### src/rtl/sar_adc_ctrl.sv
// sar_adc_ctrl: successive-approximation ADC controller.
// Drives a WIDTH-bit trial code into a capacitive DAC and resolves one bit
// per bit-period (MSB first) from a synchronised comparator decision.
// Ports:
//   CLK      core clock
//   reset    asynchronous active-low reset
//   start    conversion request, sampled only when idle
//   abort    synchronous cancel of a conversion in progress
//   COMP_IN  asynchronous comparator output (1 = Vin >= Vdac(DAC_D))
//   SAMPLE   track/hold enable
//   DAC_D    trial code to the DAC; holds RESULT when idle
//   busy     conversion in progress
//   done     one-cycle pulse when RESULT is updated
//   valid    RESULT holds a completed conversion
//   RESULT   last completed conversion code
module sar_adc_ctrl #(
  parameter int unsigned WIDTH         = 10,
  parameter int unsigned SAMPLE_CYCLES = 4,
  parameter int unsigned SETTLE_CYCLES = 1,
  parameter int unsigned SYNC_STAGES   = 2
) (
  input  logic             CLK,
  input  logic             reset,
  input  logic             start,
  input  logic             abort,
  input  logic             COMP_IN,
  output logic             SAMPLE,
  output logic [WIDTH-1:0] DAC_D,
  output logic             busy,
  output logic             done,
  output logic             valid,
  output logic [WIDTH-1:0] RESULT
);

  localparam int unsigned T_BIT = 1 + SETTLE_CYCLES + SYNC_STAGES;
  localparam int unsigned CW    = 8;
  localparam int unsigned IW    = (WIDTH > 1) ? $clog2(WIDTH) : 1;

  typedef enum logic [1:0] {
    ST_IDLE,
    ST_SAMPLE,
    ST_BIT
  } state_t;

  state_t                 state_q, state_d;
  logic [CW-1:0]          cnt_q, cnt_d;
  logic [IW-1:0]          idx_q, idx_d;
  logic [WIDTH-1:0]       dac_q, dac_d;
  logic [WIDTH-1:0]       result_q, result_d;
  logic                   valid_q, valid_d;
  logic                   done_q, done_d;
  logic                   busy_q, busy_d;
  logic                   sample_q, sample_d;
  logic [SYNC_STAGES-1:0] sync_q;
  logic                   comp_s;
  logic [WIDTH-1:0]       bit_mask;
  logic [WIDTH-1:0]       decided;

  // Comparator synchroniser; runs continuously.
  always_ff @(posedge CLK or negedge reset) begin
    if (!reset) begin
      sync_q <= '0;
    end else begin
      sync_q <= {sync_q[SYNC_STAGES-2:0], COMP_IN};
    end
  end

  assign comp_s = sync_q[SYNC_STAGES-1];

  // State and output registers.
  always_ff @(posedge CLK or negedge reset) begin
    if (!reset) begin
      state_q  <= ST_IDLE;
      cnt_q    <= '0;
      idx_q    <= '0;
      dac_q    <= '0;
      result_q <= '0;
      valid_q  <= 1'b0;
      done_q   <= 1'b0;
      busy_q   <= 1'b0;
      sample_q <= 1'b0;
    end else begin
      state_q  <= state_d;
      cnt_q    <= cnt_d;
      idx_q    <= idx_d;
      dac_q    <= dac_d;
      result_q <= result_d;
      valid_q  <= valid_d;
      done_q   <= done_d;
      busy_q   <= busy_d;
      sample_q <= sample_d;
    end
  end

  // Next-state and next-output logic.
  always_comb begin
    state_d  = state_q;
    cnt_d    = cnt_q;
    idx_d    = idx_q;
    dac_d    = dac_q;
    result_d = result_q;
    valid_d  = valid_q;
    done_d   = 1'b0;
    busy_d   = busy_q;
    sample_d = sample_q;
    bit_mask = WIDTH'(1) << idx_q;
    // Current bit is kept only if Vin >= Vdac(trial).
    decided  = comp_s ? dac_q : (dac_q & ~bit_mask);

    case (state_q)
      ST_IDLE: begin
        if (start) begin
          state_d  = ST_SAMPLE;
          sample_d = 1'b1;
          busy_d   = 1'b1;
          cnt_d    = '0;
        end
      end

      ST_SAMPLE: begin
        if (abort) begin
          state_d  = ST_IDLE;
          sample_d = 1'b0;
          busy_d   = 1'b0;
          dac_d    = result_q;
          cnt_d    = '0;
        end else if (cnt_q == CW'(SAMPLE_CYCLES - 1)) begin
          state_d  = ST_BIT;
          sample_d = 1'b0;
          idx_d    = IW'(WIDTH - 1);
          dac_d    = WIDTH'(1) << (WIDTH - 1);
          cnt_d    = '0;
        end else begin
          cnt_d = cnt_q + CW'(1);
        end
      end

      ST_BIT: begin
        if (abort) begin
          state_d  = ST_IDLE;
          sample_d = 1'b0;
          busy_d   = 1'b0;
          dac_d    = result_q;
          cnt_d    = '0;
        end else if (cnt_q == CW'(T_BIT - 1)) begin
          cnt_d = '0;
          if (idx_q == '0) begin
            state_d  = ST_IDLE;
            result_d = decided;
            dac_d    = decided;
            done_d   = 1'b1;
            valid_d  = 1'b1;
            busy_d   = 1'b0;
          end else begin
            // Resolve bit i and raise trial bit i-1 on the same edge.
            idx_d = idx_q - IW'(1);
            dac_d = decided | (bit_mask >> 1);
          end
        end else begin
          cnt_d = cnt_q + CW'(1);
        end
      end

      default: begin
        state_d = ST_IDLE;
      end
    endcase
  end

  assign SAMPLE = sample_q;
  assign DAC_D  = dac_q;
  assign busy   = busy_q;
  assign done   = done_q;
  assign valid  = valid_q;
  assign RESULT = result_q;

endmodule

### config.mk
export PLATFORM = sky130hd
export DESIGN_NAME = sar_adc_ctrl
export DESIGN_NICKNAME = d
export VERILOG_FILES = /design/src/rtl/sar_adc_ctrl.sv
export SDC_FILE = /design/constraint.sdc
export NUM_CORES = 1
export LEC_CHECK = 0
export CAP_MARGIN = 40
export CORE_MARGIN = 2
export CORE_UTILIZATION = 45
export DETAILED_ROUTE_END_ITERATION = 8
export PLACE_DENSITY = 0.67
export REMOVE_ABC_BUFFERS = 1
export SLEW_MARGIN = 10
export SYNTH_ARGS = -nofsm -noshare
export SYNTH_HDL_FRONTEND = slang
export SYNTH_SLANG_ARGS = --single-unit
### constraint.sdc
create_clock -name CLK -period 2.1 [get_ports CLK]
set_input_delay 0.63 -clock CLK [delete_from_list [all_inputs] [get_ports CLK]]
set_output_delay 0.63 -clock CLK [all_outputs]
set_load 0.01 [all_outputs]
==> flow_summary.ini <==
[status]
status = complete, no violations

[setup_path]
cp_max_fo = 4
worst_ep_required_time_ns = 2.32
cp-end-kind = register
crit_type = reg2reg
startpoint_type = register
crit_arrival_ns = 2.15

[placed_design]
placed_cells = 349
place_congestion = 0.8503
dp_hpwl_um = 3848
port_buffers = 28
place_area_um2 = 2764

[global_route]
grt_pass1_wl_um = 8735
track_usage_pct = 20.77
grt_max_degree = 41
grt_pass1_vias = 1727
grt.overflow.total = 0
antenna_found_initial = 0

[sta]
slew-limit-headroom_pct = 55.37
hold_violations = 0
drv_slew = 0
worstMarginPinSlew_ns = 0.6508
finalClockSkew_ns = 0.005702
period_share_pct = 92.16
fmax_ghz = 0.5167
setup-violations-final = 0
rsz0062_at_grt = no
finalCriticalPeriod_ns = 1.935

[cts]
cts_root_buffer = clkbuf_8
clock_latency_ns = 0.29
clk_path_buf_depth = 2
ctsHoldBuffers = 0
cts_sinks = 40
h-tree-depth = 2
cts_tree = built
cts.clk_slew.worst_paths_ns = 0.08
cts_made_buffers = 5
cts_setup_buffers = 0

[detailed_routing]
drt_iter0_drc = 136
routed-via-count = 1962
postRouteAntennaNets = 0
drt_wl_total_um = 5204
drt-vias-per-instance = 5.511
dr.pass1.iters = 6
route.detailed.drc = 0
wl_per_cell_um = 14.62

[power]
p_leak_nw = 1.221
vdd.ir_drop.worst_mv = 0.5892
power_density_nw_per_um2 = 814.0
total_power_mw = 2.326

[logic_synthesis]
yosys_warnings = 0
synth_common_cells = dfrtp_1, nand2_1, o21ai_0
avgSynthCellArea_um2 = 9.447
syn_inst = 238
yosys-top-cells-area = dfrtp_1, o21ai_0, ha_1
synth_enable_flop_cells = 0
synth-seq-cells = 40
yosysMostFrequentCell = dfrtp_1
synth_seq_area_share_pct = 44.52
async_flop_share_pct = 100.0
yosysUniqueCellTypes = 48
syn_area_um2 = 2248
synth_top_area_share_pct = 44.52
synth_top_area_cell = dfrtp_1
synthFlopType = dfrtp_1

[finish]
layout-drive-gt1-share_pct = 14.88
fin_util_pct = 59.71
syn_to_final_growth_pct = 27.10
num-fill-cells = 430
finalNonFillerCells = 356
final_area_um2 = 2858
n_antenna_cell = 0
fin_nets = 304

[flow_run]
maxCapViolations = 0

[die]
die_h_um = 74.69
ios = 29
fp-row-count = 25
die_area_um2 = 5578
coreArea_um2 = 4786
die_w_um = 74.69
start_util_pct = 46.98

[min_path]
hp-class = reg2reg
[worst paths after layout]
kind | endpoint | cells after the start | slack [ns] | start
min in group asynchronous | sync_q[0]$_DFF_PN0_ | 2 | 0.38 | reset
min reg2reg | sync_q[1]$_DFF_PN0_ | 0 | 0.36 | sync_q[0]$_DFF_PN0_
max in group asynchronous | cnt_q[1]$_DFFE_PN0P_ | 2 | 1.36 | reset
max reg2reg | idx_q[1]$_DFFE_PN0P_ | 6 | 0.16 | state_q[0]$_DFFE_PN0P_
max | idx_q[1]$_DFFE_PN0P_ | 6 | 0.16 | state_q[0]$_DFFE_PN0P_
min | sync_q[1]$_DFF_PN0_ | 0 | 0.36 | sync_q[0]$_DFF_PN0_
[per-stage QoR]
stage                     TNS [ns]  setup slack, ns  hold WS (ns)
after floorplan                  0          0.05048        0.3312
after global placement           0          0.01004        0.3359
after detailed placement  -0.03547         -0.02595        0.3457
after CTS                        0          0.06962        0.3640
after global routing             0          0.02521        0.3674
final                            0           0.1645        0.3572
[where the power goes]
group | switching [mW] | leakage, nW | internal (mW) | total [mW]
Clock | 0.261 | 0.0410 | 0.226 | 0.487
Sequential | 0.0584 | 0.533 | 0.846 | 0.905
Combinational | 0.499 | 0.647 | 0.435 | 0.934
[layout by cell type (no fill, tap or decap), types with 6 or more instances in the layout]
cell type,instances
dfrtp_1,40
nand2_1,31
o21ai_0,27
clkdlybuf4s50_1,27
buf_4,22
inv_1,14
a21oi_1,12
ha_1,10
nand2b_1,9
o31ai_1,9
nand3_1,7
nor2_1,6
[area by class of cell]
type                    count  area [um^2]  share of cell area, %
clock buffers               6        72.57                  2.539
inverters                  14        52.55                  1.839
multi-input cells         177         1182                  41.37
clock inverters             1        5.005                 0.1751
repair buffers             51        460.4                  16.11
flip-flops and latches     40         1001                  35.03
well taps                  67        83.83                  2.933
[sequential cells by signal (all words and copies together) (netlist names)]
register  cells
DAC_D        10
RESULT       10
cnt_q         8
idx_q         4
state_q       2
sync_q        2
SAMPLE        1
busy          1
done          1
valid         1
[layer usage]
metal,GRT usage (%),part of all wire (%)
met2,30.88,45
met3,4.552,4.0
met1,30.65,49
met5,0,0
met4,5.952,1.3
[timing repair]
| item | in CTS | in global routing |
|---|---|---|
| endpoints found under the setup margin | 0 | 2 |
| resized for setup | 0 | 3 |
| hold endpoints to repair | 0 | 0 |
[kinds of logic (layout without fill, tap and decap cells)]
logic type | Yosys count | count (layout) | synth area share, %
simple gates | 83 | 83 | 20.14
compound gates | 76 | 76 | 22.54
flops | 40 | 40 | 44.52
buf+inv | 21 | 72 | 3.617
fa+ha+maj | 10 | 10 | 5.565
mux | 6 | 6 | 2.838
xor+xnor | 2 | 2 | 0.7792
[critical path: stages, from the launching register on]
cell and delay [ns]:
dfrtp_1 0.40, inv_1 0.08, ha_1 0.25, or2_0 0.25, and2_1 0.21, a2111oi_4 0.44
mux2i_1 0.22
Power figures use the tool's default switching activity.
